$ cat config.mk
export PLATFORM = sky130hd
export DESIGN_NAME = serial_echo_fifo
export DESIGN_NICKNAME = d
export VERILOG_FILES = /design/src/rtl/serial_pkg.sv /design/src/rtl/serial_sync_fifo.sv /design/src/rtl/serial_echo_fifo.sv
export SDC_FILE = /design/constraint.sdc
export NUM_CORES = 1
export LEC_CHECK = 0
export BUFFER_PORTS_ARGS = -buffer_cell sky130_fd_sc_hd__clkbuf_2
export CAP_MARGIN = 30
export CORE_AREA = 10 10 125 127
export CTS_BUF_LIST = sky130_fd_sc_hd__clkbuf_8 sky130_fd_sc_hd__clkbuf_16
export DETAILED_ROUTE_END_ITERATION = 10
export DIE_AREA = 0 0 135 137
export PLACE_DENSITY = 0.76
export SYNTH_ARGS = -nofsm -noshare
export SYNTH_HDL_FRONTEND = slang
export SYNTH_SLANG_ARGS = --single-unit
$ cat constraint.sdc
create_clock -name clk -period 3.5 [get_ports clk]
set_input_delay 0.35 -clock clk [delete_from_list [all_inputs] [get_ports clk]]
set_output_delay 0.35 -clock clk [all_outputs]
set_load 0.005 [all_outputs]
$ cat src/rtl/serial_pkg.sv
// Shared types and constants for the serial echo/loopback slice.
package serial_pkg;

    typedef enum logic [1:0] {
        MODE_PASS = 2'd0,
        MODE_REV  = 2'd1,
        MODE_ADD  = 2'd2,
        MODE_DROP = 2'd3
    } echo_mode_e;

    typedef logic [7:0] byte_t;

    localparam int unsigned CNT_W = 16;

endpackage

$ cat src/rtl/serial_sync_fifo.sv
// Single-clock first-word-fall-through FIFO; pointers carry one extra wrap bit
// so full and empty are distinguished without a separate count register.
module serial_sync_fifo #(
    parameter int unsigned WIDTH = 8,
    parameter int unsigned DEPTH = 16
) (
    input  logic                       clk,
    input  logic                       nrst,
    input  logic                       push,
    input  logic [WIDTH-1:0]           push_data,
    input  logic                       pop,
    output logic [WIDTH-1:0]           pop_data,
    output logic                       full,
    output logic                       empty,
    output logic [$clog2(DEPTH):0]     level
);

    localparam int unsigned AW = $clog2(DEPTH);

    logic [AW:0]      wr_ptr;
    logic [AW:0]      rd_ptr;
    logic [WIDTH-1:0] mem [DEPTH];
    logic             do_push;
    logic             do_pop;

    assign level   = wr_ptr - rd_ptr;
    assign full    = (level == (AW+1)'(DEPTH));
    assign empty   = (wr_ptr == rd_ptr);
    assign do_push = push && !full;
    assign do_pop  = pop && !empty;

    // Empty head reads as zero so the output is clean out of reset.
    assign pop_data = empty ? '0 : mem[rd_ptr[AW-1:0]];

    always_ff @(posedge clk or negedge nrst) begin
        if (!nrst) begin
            wr_ptr <= '0;
            rd_ptr <= '0;
        end else begin
            if (do_push) wr_ptr <= wr_ptr + 1'b1;
            if (do_pop)  rd_ptr <= rd_ptr + 1'b1;
        end
    end

    always_ff @(posedge clk) begin
        if (do_push) mem[wr_ptr[AW-1:0]] <= push_data;
    end

endmodule

$ cat src/rtl/serial_echo_fifo.sv
// Buffered loopback core between serial_interface RX and TX with a per-word
// transform applied on accept. Define SERIAL_ECHO_STATS_EN for rx/tx counters.
module serial_echo_fifo
    import serial_pkg::*;
#(
    parameter int unsigned BYTES   = 1,
    parameter int unsigned DEPTH   = 16,
    parameter byte_t       ADD_VAL = 8'h01
) (
    input  logic                       clk,
    input  logic                       nrst,
    input  echo_mode_e                 mode,
    input  logic [BYTES*8-1:0]         s_data,
    input  logic                       s_valid,
    output logic                       s_ready,
    output logic [BYTES*8-1:0]         m_data,
    output logic                       m_valid,
    input  logic                       m_ready,
    output logic [$clog2(DEPTH):0]     level,
    output logic [CNT_W-1:0]           drop_cnt,
    output logic [CNT_W-1:0]           rx_cnt,
    output logic [CNT_W-1:0]           tx_cnt
);

    localparam int unsigned W = BYTES * 8;

    logic         full;
    logic         empty;
    logic         accept;
    logic         deliver;
    logic         push;
    logic [W-1:0] xf_data;

    assign s_ready = !full;
    assign m_valid = !empty;
    assign accept  = s_valid && s_ready;
    assign deliver = m_valid && m_ready;
    assign push    = accept && (mode != MODE_DROP);

    always_comb begin
        xf_data = s_data;
        for (int unsigned i = 0; i < BYTES; i++) begin
            case (mode)
                MODE_REV: xf_data[i*8 +: 8] = s_data[(BYTES-1-i)*8 +: 8];
                MODE_ADD: xf_data[i*8 +: 8] = s_data[i*8 +: 8] + ADD_VAL;
                default:  ;
            endcase
        end
    end

    serial_sync_fifo #(
        .WIDTH (W),
        .DEPTH (DEPTH)
    ) u_fifo (
        .clk       (clk),
        .nrst      (nrst),
        .push      (push),
        .push_data (xf_data),
        .pop       (deliver),
        .pop_data  (m_data),
        .full      (full),
        .empty     (empty),
        .level     (level)
    );

    always_ff @(posedge clk or negedge nrst) begin
        if (!nrst) begin
            drop_cnt <= '0;
        end else if (accept && (mode == MODE_DROP) && (drop_cnt != '1)) begin
            drop_cnt <= drop_cnt + 1'b1;
        end
    end

`ifdef SERIAL_ECHO_STATS_EN
    logic [CNT_W-1:0] rx_q;
    logic [CNT_W-1:0] tx_q;

    always_ff @(posedge clk or negedge nrst) begin
        if (!nrst) begin
            rx_q <= '0;
            tx_q <= '0;
        end else begin
            if (accept)  rx_q <= rx_q + 1'b1;
            if (deliver) tx_q <= tx_q + 1'b1;
        end
    end

    assign rx_cnt = rx_q;
    assign tx_cnt = tx_q;
`else
    assign rx_cnt = '0;
    assign tx_cnt = '0;
`endif

endmodule

==> run summary <==
Final WS setup -> 0.459 ns
DRC Markers -> 0
area leader, netlist -> edfxtp_1
I/O pin count -> 77
Port Buffers -> 44
die width -> 135 um
Layout Skew -> 0.00662 ns
# Max-Cap Violations -> 0
Area growth syn-to-layout -> 16.4%
ratio of cells with drive above 1 in the final layout -> 0.307
worst min path class -> in -> reg
worst hold-check slack -> 0.316 ns
number of global-route vias before repair -> 3861
Hold Path Sink -> u_fifo.mem[14][0]
clk buf depth -> 2
synth top area cells -> edfxtp_1, mux4_2, dfrtp_1, buf_4, xnor2_1
P per Cell Area -> 809 mW/mm^2
Crit Reg-Reg Endpoint -> u_fifo.mem[0][5]
filler instances -> 965
die area -> 0.0185 sq mm
total power -> 6.39 mW
Util after Layout -> 0.604
min Tclk post-route -> 3.04 ns
status -> complete, no violations
antenna-violating nets left -> 0
Worst-Skew Late Latency -> 0.41 ns
Via Count -> 3656
vias per cell -> 5.52
post-synth cell types -> 34
Site Rows -> 42
most frequent cells in the layout -> edfxtp_1, clkbuf_2, mux4_2
flop2flop setup slack -> 0.67 ns
min-delay src -> s_data[0]
Routability Congestion -> 0.821
router iterations before antenna repair -> 7
CTS tree -> yes
starting density of the core -> 0.519
Worst Path Class, Setup -> reg -> out
top_reg_cell synth -> edfxtp_1
Synth top area share -> 0.566
cell area after synthesis -> 0.00679 sq mm
register area -> 0.00450 sq mm
commonest non-fill, non-tap cell in the layout -> edfxtp_1
DRT Wirelength -> 13.7 mm
Overall Global Routing Usage -> 0.155
CP endpoint kind -> primary output
Syn Area/Cell -> 17.0 sq um
nets@finish -> 499
Worst Reg-to-Reg Cells -> 8
number of enable flip-flop cells after synthesis -> 128
FMAX -> 0.329 GHz
core footprint -> 0.0131 sq mm
average wire per standard cell -> 20.7 um
Seq cells post-synth -> 154
relative slew slack -> 0.539
hold path cells -> 2
register area share after synthesis -> 0.662
Place WS -> 0.751 ns
Critical Path RT -> 3.15 ns
CP startpoint kind -> flop
Root Buffer -> clkbuf_16
YS warnings -> 0
Die Y -> 137 um
Reg clk slew, reported paths -> 0.06 ns
CTS buffer count -> 17
Slew @ Worst Pin -> 0.691 ns
Clock Sink Count -> 154
Fin. Hold Viols -> 0
Final Max Tran Viols -> 0
Cells after Synth -> 398
Worst Setup SP -> u_fifo.wr_ptr[0]
antenna violations before repair -> 0
area of the multi-input gates -> 0.00206 sq mm
DRT iter0 DRCs -> 352
ys async rst share -> 0.169
RSZ-0062 raised after global routing -> no
maximum fanout along the worst path -> 16
final HPWL from detailed placement -> 9.22 mm
gr ovfl total -> 0
first-pass GRT wire length -> 21.7 mm
Arr. time, crit path -> 2.69 ns
final period utilization -> 0.869
H-tree depth -> 4
Critical R2R Launch -> u_fifo.rd_ptr[2]
Sum Neg Setup Slack -> 0 ns
worst vdd ir -> 361 uV
count of final setup violators -> 0
Antenna diodes -> 0
Leak -> 2.92 nW
largest net degree at the start of global routing -> 36
[power by group]
| group | total [mW] | internal, mW | switching, mW | leakage [nW] |
|---|---|---|---|---|
| registers | 2.40 | 2.21 | 0.183 | 1.49 |
| clock network | 1.98 | 1.27 | 0.712 | 0.315 |
| logic | 2.02 | 1.01 | 1.01 | 1.11 |
| total | 6.39 | 4.49 | 1.90 | 2.92 |
[synthesized netlist by cell type, types with 2 or more instances]
cell        n
a21oi_1     2
nand2b_1    3
inv_1       8
nor3_1      5
and2_1      2
xnor2_1    23
clkbuf_1    7
nor2_1     16
mux2_2      5
dfrtp_1    26
buf_1       2
edfxtp_1  128
xor2_1      7
nor2b_1    10
buf_4      36
mux4_2     40
and4_1      2
ha_1       11
nand3_1    11
nand4_1    23
nand2_1     9
and3_1     10
[worst max path at each step]
stage                                  end  slack (ns)
after floorplan           u_fifo.mem[0][0]        0.19
after global placement    u_fifo.mem[1][6]        0.84
after detailed placement  u_fifo.mem[1][6]        0.75
after CTS                          s_ready        0.46
after global routing               s_ready        0.31
final                              s_ready        0.46
[stage by stage]
stage                     cells  instance area [sq um]
after floorplan             429                   6900
after global placement      626                   7220
after detailed placement    626                   7220
after CTS                   659                   7880
after global routing        662                   7900
final                       662                   7900
[repair_timing]
| item | CTS | global route |
|---|---|---|
| hold buffers | 1 | 0 |
| hold endpoints to repair | 26 | 0 |
| buffers inserted | 0 | 0 |
| gates resized for setup | 0 | 0 |
[routing by layer]
| metal | global-route usage | part of all wire |
|---|---|---|
| met5 | 0 | 0 |
| met2 | 0.260 | 0.52 |
| met1 | 0.189 | 0.39 |
| met3 | 0.0429 | 0.073 |
| met4 | 0.0544 | 0.016 |
[layout make-up]
type                    instances  area share
repair buffers                 71      0.0554
well taps                     176      0.0279
inverters                       9     0.00428
multi-input cells             220       0.261
clock inverters                15      0.0282
clock buffers                  17      0.0538
flip-flops and latches        154       0.569
[logic make-up after synthesis]
logic type | count (synthesis) | synth area share
DFF | 154 | 0.662
and+or+nand+nor | 95 | 0.0769
buffers and inverters | 55 | 0.0505
muxes | 45 | 0.141
xor gates and xnor gates | 30 | 0.0387
adders and majority gates | 12 | 0.0232
AOI/OAI and AO/OA | 6 | 0.00664
other | 1 | 0.000553
[critical path: stages (launching register included)]
cell and delay, ns:
dfrtp_1 0.43, inv_1 0.13, ha_1 0.17, inv_1 0.05, fa_1 0.40, xor2_1 0.19
nor3_1 0.20, o2111ai_2 0.29, buf_4 0.28, clkbuf_2 0.13
[state kept, by name (all words and copies together), names as in the netlist]
register	flops
drop_cnt	16
u_fifo.mem	128
u_fifo.rd_ptr	5
u_fifo.wr_ptr	5
No activity file was read; power rests on OpenSTA's default activity.
